**config.mk**
```make
export PLATFORM = sky130hd
export DESIGN_NAME = uart_rx_bcd
export DESIGN_NICKNAME = d
export VERILOG_FILES = /design/src/rtl/uart_rx_bcd.sv
export SDC_FILE = /design/constraint.sdc
export NUM_CORES = 1
export LEC_CHECK = 0
export BUFFER_PORTS_ARGS = -buffer_cell sky130_fd_sc_hd__buf_2
export CAP_MARGIN = 20
export CELL_PAD_IN_SITES_DETAIL_PLACEMENT = 0
export CELL_PAD_IN_SITES_GLOBAL_PLACEMENT = 2
export CORE_MARGIN = 10
export CORE_UTILIZATION = 37
export CTS_CLUSTER_DIAMETER = 50
export DETAILED_ROUTE_END_ITERATION = 16
export GPL_TIMING_DRIVEN = 0
export PLACE_DENSITY = 0.86
export SLEW_MARGIN = 20
export SYNTH_ARGS = -nofsm -noshare
export SYNTH_HDL_FRONTEND = slang
export SYNTH_SLANG_ARGS = --single-unit
```
**constraint.sdc**
```tcl
create_clock -name clk -period 3.9 [get_ports clk]
set_clock_uncertainty 0.05 [all_clocks]
set_input_delay 0.39 -clock clk [delete_from_list [all_inputs] [get_ports clk]]
set_output_delay 0.39 -clock clk [all_outputs]
set_load 0.005 [all_outputs]
```
**src/rtl/uart_rx_bcd.sv**
```systemverilog
// UART 8N1 receiver feeding a two-digit BCD shift register from ASCII '0'..'9' bytes.
// Non-digit bytes and bad stop bits are flagged without disturbing the held digits.
module uart_rx_bcd #(
  parameter int CLKS_PER_BIT = 16
) (
  input  logic       clk,
  input  logic       rst,
  input  logic       rx_in,
  output logic [7:0] rx_data,
  output logic       rx_valid,
  output logic       frame_err,
  output logic       digit_err,
  output logic [3:0] bcd0,
  output logic [3:0] bcd1,
  output logic       bcd_valid,
  output logic       busy
);

  localparam int CW   = $clog2(CLKS_PER_BIT) + 1;
  localparam int HALF = CLKS_PER_BIT / 2;

  typedef enum logic [2:0] {
    IDLE      = 3'd0,
    START     = 3'd1,
    DATA      = 3'd2,
    STOP      = 3'd3,
    WAIT_HIGH = 3'd4
  } state_t;

  state_t          state, state_nx;
  logic [CW-1:0]   cnt, cnt_nx;
  logic [2:0]      bit_cnt, bit_nx;
  logic [7:0]      shift, shift_nx;
  logic [1:0]      sync;
  logic            rxs;
  logic            stop_ok, stop_bad;
  logic            is_digit;

  // Synchronizer presets to idle-high so reset release never looks like a start bit.
  always_ff @(posedge clk) begin
    if (rst) sync <= 2'b11;
    else     sync <= {sync[0], rx_in};
  end
  assign rxs = sync[1];

  always_ff @(posedge clk) begin
    if (rst) begin
      state   <= IDLE;
      cnt     <= '0;
      bit_cnt <= '0;
      shift   <= '0;
    end else begin
      state   <= state_nx;
      cnt     <= cnt_nx;
      bit_cnt <= bit_nx;
      shift   <= shift_nx;
    end
  end

  always_comb begin
    state_nx = state;
    cnt_nx   = cnt + CW'(1);
    bit_nx   = bit_cnt;
    shift_nx = shift;
    stop_ok  = 1'b0;
    stop_bad = 1'b0;
    case (state)
      IDLE: begin
        cnt_nx = '0;
        bit_nx = '0;
        if (!rxs) state_nx = START;
      end
      START: begin
        if (cnt == CW'(HALF - 1)) begin
          cnt_nx   = '0;
          state_nx = rxs ? IDLE : DATA;
        end
      end
      DATA: begin
        if (cnt == CW'(CLKS_PER_BIT - 1)) begin
          cnt_nx   = '0;
          shift_nx = {rxs, shift[7:1]};
          bit_nx   = bit_cnt + 3'd1;
          if (bit_cnt == 3'd7) state_nx = STOP;
        end
      end
      STOP: begin
        // Leave at mid-stop so a back-to-back start edge is still caught in IDLE.
        if (cnt == CW'(CLKS_PER_BIT - 1)) begin
          cnt_nx = '0;
          if (rxs) begin
            stop_ok  = 1'b1;
            state_nx = IDLE;
          end else begin
            stop_bad = 1'b1;
            state_nx = WAIT_HIGH;
          end
        end
      end
      WAIT_HIGH: begin
        cnt_nx = '0;
        if (rxs) state_nx = IDLE;
      end
      default: begin
        cnt_nx   = '0;
        state_nx = IDLE;
      end
    endcase
  end

  assign is_digit = (shift[7:4] == 4'h3) && (shift[3:0] <= 4'd9);
  assign busy     = (state != IDLE);

  always_ff @(posedge clk) begin
    if (rst) begin
      rx_data   <= '0;
      rx_valid  <= 1'b0;
      frame_err <= 1'b0;
      digit_err <= 1'b0;
      bcd_valid <= 1'b0;
      bcd0      <= '0;
      bcd1      <= '0;
    end else begin
      rx_valid  <= stop_ok;
      frame_err <= stop_bad;
      bcd_valid <= stop_ok && is_digit;
      digit_err <= stop_ok && !is_digit;
      if (stop_ok) begin
        rx_data <= shift;
        if (is_digit) begin
          bcd1 <= bcd0;
          bcd0 <= shift[3:0];
        end
      end
    end
  end

endmodule
```
==> results of run 1 <==
==> worst max-delay path: stages, from the launching register on <==
cell,delay (ns)
dfxtp_1,0.38
ha_1,0.33
nand4b_4,0.18
nor4_4,0.69
mux2i_1,0.26
==> final cells by class <==
type                    instances  area (um^2)
plain buffers                  17         78.8
clock buffers                   6         82.6
clock inverters                 1         7.51
fillers                       502         2630
inverters                       3         11.3
multi-input cells             133          891
flip-flops and latches         41          821
well taps                      67         83.8
repair buffers                 23          115
==> cell usage after synthesis <==
library cell	count
a211o_1	1
a211oi_1	2
a21oi_1	21
a22oi_1	1
a31oi_1	1
a32o_1	1
and3b_1	2
and4b_1	2
buf_2	5
buf_6	1
clkbuf_1	10
clkbuf_2	1
dfxtp_1	41
ha_1	4
inv_1	3
mux2i_1	8
nand2_1	4
nand2b_1	13
nand3_1	20
nand3b_1	1
nand4b_1	2
nand4b_2	1
nand4b_4	1
nand4bb_1	1
nor2_1	5
nor2b_1	2
nor3_1	5
nor3b_2	1
nor4_4	1
o211ai_1	3
o21a_1	1
o21ai_0	16
o21ai_1	1
o2bb2ai_1	1
o31ai_1	1
or2_1	1
or2_2	2
or3_1	2
or3b_1	1
or4bb_1	1
xnor2_1	3
==> worst paths after layout <==
path,from,end,slack (ns),cells past startpoint
max,cnt[0],bcd0[1],1.93,4
max reg2reg,cnt[0],bcd0[1],1.93,4
min reg2reg,sync[0],sync[1],0.37,1
min,rx_in,sync[0],0.24,2
==> sequential cells by signal, indices dropped and copies added, names as in the netlist, 2 cells and up <==
register  cells
state         3
cnt           5
shift         8
rx_data       8
bit_cnt       3
sync          2
bcd0          4
bcd1          4
==> cells by family after synthesis <==
| family | after synthesis | share of synthesized area, % |
|---|---|---|
| compound gates | 50 | 15.8 |
| xor+xnor | 3 | 1.46 |
| fa+ha+maj | 4 | 2.78 |
| buf+inv | 20 | 5.00 |
| flops | 41 | 45.6 |
| mux | 8 | 4.44 |
| simple gates | 68 | 25.0 |
==> metal layers <==
| layer | routed length, um | vias to the layer above | GRT usage, % |
|---|---|---|---|
| met5 | 0 | - | 0 |
| met4 | 51 | 0 | 3.23 |
| met3 | 248 | 6 | 3.49 |
| met2 | 1840 | 30 | 15.6 |
| met1 | 2090 | 672 | 14.2 |
| li1 | - | 755 | - |
==> per-stage QoR <==
stage | total power, mW | utilization, % | instance area [um^2] | std cells | hold WS (ns)
2_1_floorplan | 0.445 | - | 1800 | 194 | 0.339
3_3_place_gp | 0.453 | 42.4 | 2000 | 284 | 0.344
3_5_place_dp | 0.453 | 42.4 | 2000 | 284 | 0.352
4_1_cts | 0.734 | 44.3 | 2090 | 291 | 0.231
5_1_grt | 0.752 | 44.3 | 2090 | 291 | 0.227
6_report | 0.724 | 44.3 | 2090 | 291 | 0.241
==> power by group through the flow <==
| stage | clock network [mW] | logic [mW] | registers (mW) |
|---|---|---|---|
| 6_report | 0.281 | 0.0212 | 0.422 |
| 5_1_grt | 0.307 | 0.0236 | 0.422 |
| 4_1_cts | 0.291 | 0.0215 | 0.421 |
| 3_5_place_dp | 0 | 0.0214 | 0.431 |
| 3_3_place_gp | 0 | 0.0215 | 0.431 |
| 2_1_floorplan | 0 | 0.0142 | 0.431 |
==> results.toml, run 1 <==
[clock_tree]
hold_buffers = 0
cts_setup_buffers = 0
numClockSinks = 41
cts_tree = "built"
root_buffer = "clkbuf_8"
htreeDepth = 2
cts.repair.resized = 0
cts.clk_slew.worst_paths_ns = 0.08
cts_max_path_buffers = 2
clock_latency_ns = 0.29
cts_buffers = 5

[critical_path]
cp-end-kind = "flop"
cp.arrival_ns = 2.14
crit_type = "flop to flop"
start_kind = "flop"
cp_max_fo = 8
crit_required_ns = 4.07

[floorplan]
ios = 24
rows = 25
chipWidth_um = 89.8
dieHeight_um = 89.8
die-area_um2 = 8060
initial_core_util_pct = 38.1
core-area_um2 = 4720

[timing]
drv_slew = 0
hold_viol = 0
setup_viol = 0
fin_crit_ns = 1.97
worst_slack_ns = 1.93
rsz0062_at_grt = "no"
slew_headroom_pct = 53.1
worstMarginPinSlew_ns = 0.698
max_freq_mhz = 508
finalSetupTns_ns = 0
period_share_pct = 50.4

[routing]
drc = 0
first_pass_iters = 4
wire_per_inst_um = 14.5
drt_iter0_markers = 47
vias = 1463
ant_nets = 0
routed_via_density = 5.03
routed_wirelength_mm = 4.23

[finish]
layout-drive-gt1-share_pct = 19.2
area_growth_pct = 16.0
layout_common_cells = "41 x dfxtp_1, 28 x buf_2, 21 x a21oi_1"
fin_nets = 231
num_antenna_cells = 0
final_common_cell = "dfxtp_1"

[synthesis]
synth.top_cell.area_share_pct = 45.6
avgSynthCellArea_um2 = 9.29
yosys_warnings = 0
yosys.area.top_type = "dfxtp_1"
synth-seq-cells = 41
netlist_area_um2 = 1800
synthesis.instances = 194
yosys-top-cells-area = "dfxtp_1 46%, a21oi_1 5.8%, nand3_1 5.6%"
synth_nets = 201
ys_seq_area_share_pct = 45.6
synth_cell_types = 41

[power]
powerDensity_nw_per_um2 = 346
peakVddDrop_mv = 0.162
seq_power_share_pct = 58.2
internal_power_uw = 567
comb_power_share_pct = 2.9
swShare_pct = 21.7
netSwitchingPower_uw = 157
p_clk_share_pct = 38.9
power_leakage_nw = 0.813

[grt]
grt_pass1_wl_mm = 7.25
grt_use_total_pct = 10.6
grt_overflow_total = 0
grt_max_degree = 13
antenna_found_initial = 0
grt_pass1_vias = 1408

[placement]
port_buffers = 23
gp_congestion = 0.749
dp_hpwl_mm = 2.97
dp_slack_ns = 1.94

[run_status]
status = "finished clean"

[run]
maxCapViolCount = 0

[min_path]
hp-class = "input pin to flop"
Note: power is estimated with default switching activity, not from simulation.
==> run 2, diff against run 1 <==
--- a/config.mk
+++ b/config.mk
@@ -10,11 +10,11 @@
 export CELL_PAD_IN_SITES_DETAIL_PLACEMENT = 0
 export CELL_PAD_IN_SITES_GLOBAL_PLACEMENT = 2
 export CORE_MARGIN = 10
-export CORE_UTILIZATION = 37
+export CORE_UTILIZATION = 35
 export CTS_CLUSTER_DIAMETER = 50
 export DETAILED_ROUTE_END_ITERATION = 16
 export GPL_TIMING_DRIVEN = 0
-export PLACE_DENSITY = 0.86
+export PLACE_DENSITY = 0.82
 export SLEW_MARGIN = 20
 export SYNTH_ARGS = -nofsm -noshare
 export SYNTH_HDL_FRONTEND = slang
==> constraint.sdc (replaced) <==
create_clock -name clk -period 1.94 [get_ports clk]
set_clock_uncertainty 0.05 [all_clocks]
set_input_delay 0.194 -clock clk [delete_from_list [all_inputs] [get_ports clk]]
set_output_delay 0.194 -clock clk [all_outputs]
set_load 0.005 [all_outputs]
==> run 2 against run 1 <==
  * Non-clock buffer count up 2
  * Power up 99%
  * Sequential power up 100%
  * Clock power up 96%
==> results.toml, run 2 (same netlist as run 1, synthesis figures left out) <==
[grt]
grt_overflow_total = 0
grt_pass1_vias = 1395
antenna_found_initial = 0
grt_max_degree = 14
grt_use_total_pct = 10.0
grt_pass1_wl_mm = 6.93

[finish]
final_common_cell = "dfxtp_1"
layout-drive-gt1-share_pct = 20.7
fill_cells = 549
multiInputGateArea_um2 = 893
reg_top3 = "rx_data: 8 flops, shift: 8 flops, cnt: 5 flops"
layout_common_cells = "41 x dfxtp_1, 28 x buf_2, 21 x a21oi_1"
fin_nets = 233
num_antenna_cells = 0
seq_area_um2 = 821
area_growth_pct = 17.0

[power]
swShare_pct = 23.2
power_leakage_nw = 0.821
total_power_mw = 1.44
netSwitchingPower_uw = 334
powerDensity_nw_per_um2 = 684
internal_power_mw = 1.11
peakVddDrop_mv = 0.224
comb_power_share_pct = 2.9
p_clk_share_pct = 38.3
seq_power_share_pct = 58.8

[timing]
setup_viol = 0
rsz0062_at_grt = "no"
worst_slack_ns = 0.196
fin_crit_ns = 1.74
slew_headroom_pct = 56.3
period_share_pct = 89.9
hold_viol = 0
max_freq_mhz = 573
worstMarginPinSlew_ns = 0.653
drv_slew = 0

[critical_path]
crit_cells = 6
cp_top_family = "buffers and inverters"
slowest_stage = "dfxtp_1"
crit_chain = "ha_2 -> and4b_1 -> clkbuf_1 -> buf_2 -> nand2_1 -> a211oi_1"
crit_type = "flop to flop"
worst-path-buf-inv = 2
crit_required_ns = 2.10
cp_slowest_stage_delay_ns = 0.38
start_kind = "flop"
cp_max_fo = 10
cp.arrival_ns = 1.91
cp-end-kind = "flop"
r2r_cells = 6

[run_status]
status = "finished clean"

[clock_tree]
cts_tree = "built"
htreeDepth = 2
numClockSinks = 41
hold_buffers = 0
cts.clk_slew.worst_paths_ns = 0.08
cts_buffers = 5
clock_latency_ns = 0.29
root_buffer = "clkbuf_8"
cts_max_path_buffers = 2

[min_path]
holdPathStages = 2
hp-class = "input pin to flop"

[floorplan]
core-area_um2 = 5040
chipWidth_um = 91.8
dieHeight_um = 91.8
die-area_um2 = 8420
rows = 26
ios = 24
initial_core_util_pct = 35.7

[routing]
drc = 0
routed_via_density = 4.93
drt_iter0_markers = 44
routed_wirelength_mm = 4.09
ant_nets = 0
wire_per_inst_um = 13.8
vias = 1465
first_pass_iters = 4

[placement]
gp_congestion = 0.768
port_buffers = 23
dp_slack_ns = -0.0103
dp_hpwl_mm = 2.91

[run]
maxCapViolCount = 0
## run 2: cell types whose count changed in the layout (fill, tap and decap cells not counted), sizes merged
cell and change:
clkinv +2, clkbuf -1, buf +2
## run 2: what timing repair did
action                     CTS  global route
buffers inserted             0             2
pin swaps                    1             1
resized for setup            0             1
hold endpoints to repair     0             0
setup endpoints to repair    8            10
## run 2: per-layer routing
metal / GRT usage [%] / vias to the layer above / part of all wire, %
met3: 3.50 / 5 / 5.1
met1: 11.9 / 674 / 48
met5: 0 / - / 0
li1: - / 761 / -
met4: 3.86 / 0 / 1.5
met2: 16.2 / 25 / 45
## run 2: metrics by stage
stage / std cells / util [%] / hold slack [ns] / cell area (um^2) / setup TNS (ns)
finish: 297 / 41.8 / 0.0375 / 2110 / 0
detailed placement: 287 / 39.8 / 0.342 / 2000 / -0.0103
global route: 297 / 41.8 / 0.0486 / 2110 / 0
floorplan: 194 / - / 0.248 / 1800 / 0
CTS: 295 / 41.5 / 0.0309 / 2090 / 0
global placement: 287 / 39.8 / 0.327 / 2000 / -0.0128
## run 2: final timing paths
path              end    start  slack, ns
max          state[2]   cnt[0]       0.20
min           sync[0]    rx_in       0.04
max reg2reg  state[2]   cnt[0]       0.20
min reg2reg   sync[1]  sync[0]       0.37
## run 2: cell type report
| class | count | area share (%) |
|---|---|---|
| Tap cell | 70 | 4.15 |
| Timing Repair Buffer | 25 | 6.17 |
| Buffer | 17 | 3.74 |
| Clock buffer | 5 | 3.26 |
| Multi-Input combinational cell | 133 | 42.4 |
| Inverter | 3 | 0.534 |
| Sequential cell | 41 | 38.9 |
| Clock inverter | 3 | 0.831 |
## run 2: power by group through the flow
stage	clock network (mW)	registers, mW	logic [mW]
after CTS	0.573	0.847	0.0434
after detailed placement	0	0.867	0.0433
after floorplan	0	0.867	0.0285
after global placement	0	0.867	0.0431
after global routing	0.604	0.848	0.0487
final	0.552	0.847	0.0420
==> run 3, diff against run 2 <==
--- a/config.mk
+++ b/config.mk
@@ -14,7 +14,9 @@
 export CTS_CLUSTER_DIAMETER = 50
 export DETAILED_ROUTE_END_ITERATION = 16
 export GPL_TIMING_DRIVEN = 0
+export HOLD_SLACK_MARGIN = 0.05
 export PLACE_DENSITY = 0.82
+export REMOVE_ABC_BUFFERS = 1
 export SLEW_MARGIN = 20
 export SYNTH_ARGS = -nofsm -noshare
 export SYNTH_HDL_FRONTEND = slang
==> run 3 against run 2 <==
  * Via count is 2.7% lower
  * Count of clock-buffer cells in the layout rose by 1
  * Cell area decreased by 0.71%
  * Core utilization shrank 0.30 points
  * Power increased by 12%
  * Critical endpoint is now bcd0[1]
  * Highest routed layer unchanged
==> results.toml, run 3 (same netlist as run 1, synthesis figures left out) <==
[run_status]
status = "finished clean"

[grt]
grt_overflow_total = 0
antenna_found_initial = 0
grt_pass1_wl_mm = 6.40
grt_max_degree = 40
grt_pass1_vias = 1351
grt_use_total_pct = 9.04

[power]
comb_power_share_pct = 2.0
swShare_pct = 20.7
total_power_mw = 1.61
power_leakage_nw = 0.811
p_clk_share_pct = 45.0
internal_power_mw = 1.28
peakVddDrop_mv = 0.398
powerDensity_nw_per_um2 = 769
seq_power_share_pct = 53.0
netSwitchingPower_uw = 333

[routing]
drt_iter0_markers = 99
routed_via_density = 5.05
wire_per_inst_um = 14.3
ant_nets = 0
routed_wirelength_mm = 4.04
drc = 0
vias = 1425
first_pass_iters = 4

[critical_path]
cp_slowest_stage_delay_ns = 0.38
worst-path-buf-inv = 1
crit-reg2reg-launch = "cnt[0]"
cp.arrival_ns = 1.93
cp-end-kind = "flop"
cp_top_family = "simple AND/OR/NAND/NOR gates"
slowest_stage = "dfxtp_1"
startpoint = "cnt[0]"
crit_type = "flop to flop"
crit_chain = "ha_2 -> nand4b_4 -> nor4_4 -> buf_4 -> mux2i_1"
cp_max_fo = 11
start_kind = "flop"
crit_required_ns = 2.12

[floorplan]
die-area_um2 = 8420
chipWidth_um = 91.8
core-area_um2 = 5040
ios = 24
dieHeight_um = 91.8
rows = 26
initial_core_util_pct = 35.7

[clock_tree]
numClockSinks = 41
cts_tree = "built"
htreeDepth = 2
root_buffer = "clkbuf_8"
clock_latency_ns = 0.30
cts.clk_slew.worst_paths_ns = 0.08
cts_buffers = 5
cts_max_path_buffers = 2

[finish]
fin_util_pct = 41.5
fin_cells = 282
reg_top3 = "rx_data: 8 flops, shift: 8 flops, cnt: 5 flops"
fill_cells = 503
final_common_cell = "dfxtp_1"
area_growth_pct = 16.2
layout_common_cells = "40 x dfxtp_1, 23 x buf_2, 21 x a21oi_1"
layout-drive-gt1-share_pct = 20.3
num_antenna_cells = 0
fin_nets = 218

[placement]
dp_hpwl_mm = 2.52
gp_congestion = 0.710
place_inst = 270
port_buffers = 23

[run]
maxCapViolCount = 0

[timing]
max_freq_mhz = 573
hold_viol = 0
period_share_pct = 89.9
drv_slew = 0
fin_crit_ns = 1.74
slew_headroom_pct = 53.8
worstMarginPinSlew_ns = 0.689
rsz0062_at_grt = "no"
setup_viol = 0

[min_path]
min_from = "sync[0]"
hp-class = "flop to flop"
run 3: layout make-up:
cell class / instances / area (um^2) / share of cell area, %
multi-input combinational: 134 / 912 / 43.6
sequential: 41 / 822 / 39.3
timing repair buffer: 26 / 140 / 6.69
tap: 70 / 87.6 / 4.18
clock buffer: 6 / 82.6 / 3.95
clock inverter: 2 / 37.5 / 1.79
inverter: 3 / 11.3 / 0.538
run 3: worst paths after layout:
path | end | slack [ns] | cells past startpoint
worst min-delay path | sync[1] | 0.36 | 1
worst max register to register | bcd0[1] | 0.20 | 5
worst min register to register | sync[1] | 0.36 | 1
worst max-delay path | bcd0[1] | 0.20 | 5
run 3: timing repair:
item,CTS,global route
buffers inserted,2,0
cloned,0,1
hold buffers,1,0
endpoints found under the setup margin,18,10
hold endpoints to repair,1,0
pin swaps,1,0
gates resized for setup,1,3
run 3: metal layers:
| layer | routed length, um | up-vias | track usage (%) |
|---|---|---|---|
| met1 | 1910 | 655 | 11.1 |
| met5 | 0 | - | 0 |
| met2 | 1830 | 33 | 14.0 |
| li1 | - | 729 | - |
| met3 | 228 | 8 | 3.02 |
| met4 | 72 | 0 | 4.24 |
run 3: metrics by stage:
step	setup TNS, ns	hold slack, ns	area (um^2)	setup WS, ns
after detailed placement	-2.35	0.329	1930	-0.237
after global placement	-2.45	0.327	1930	-0.242
final	0	0.361	2090	0.196
after floorplan	0	0.213	1720	0.101
after global routing	0	0.383	2090	0.0555
after CTS	0	0.365	2070	0.0500
run 3: power groups by stage:
stage	clock [mW]	sequential [mW]	combinational, mW
3_3_place_gp	0	0.872	0.0328
3_5_place_dp	0	0.872	0.0323
6_report	0.724	0.852	0.0329
2_1_floorplan	0	0.870	0.0156
4_1_cts	0.745	0.852	0.0340
5_1_grt	0.768	0.853	0.0373
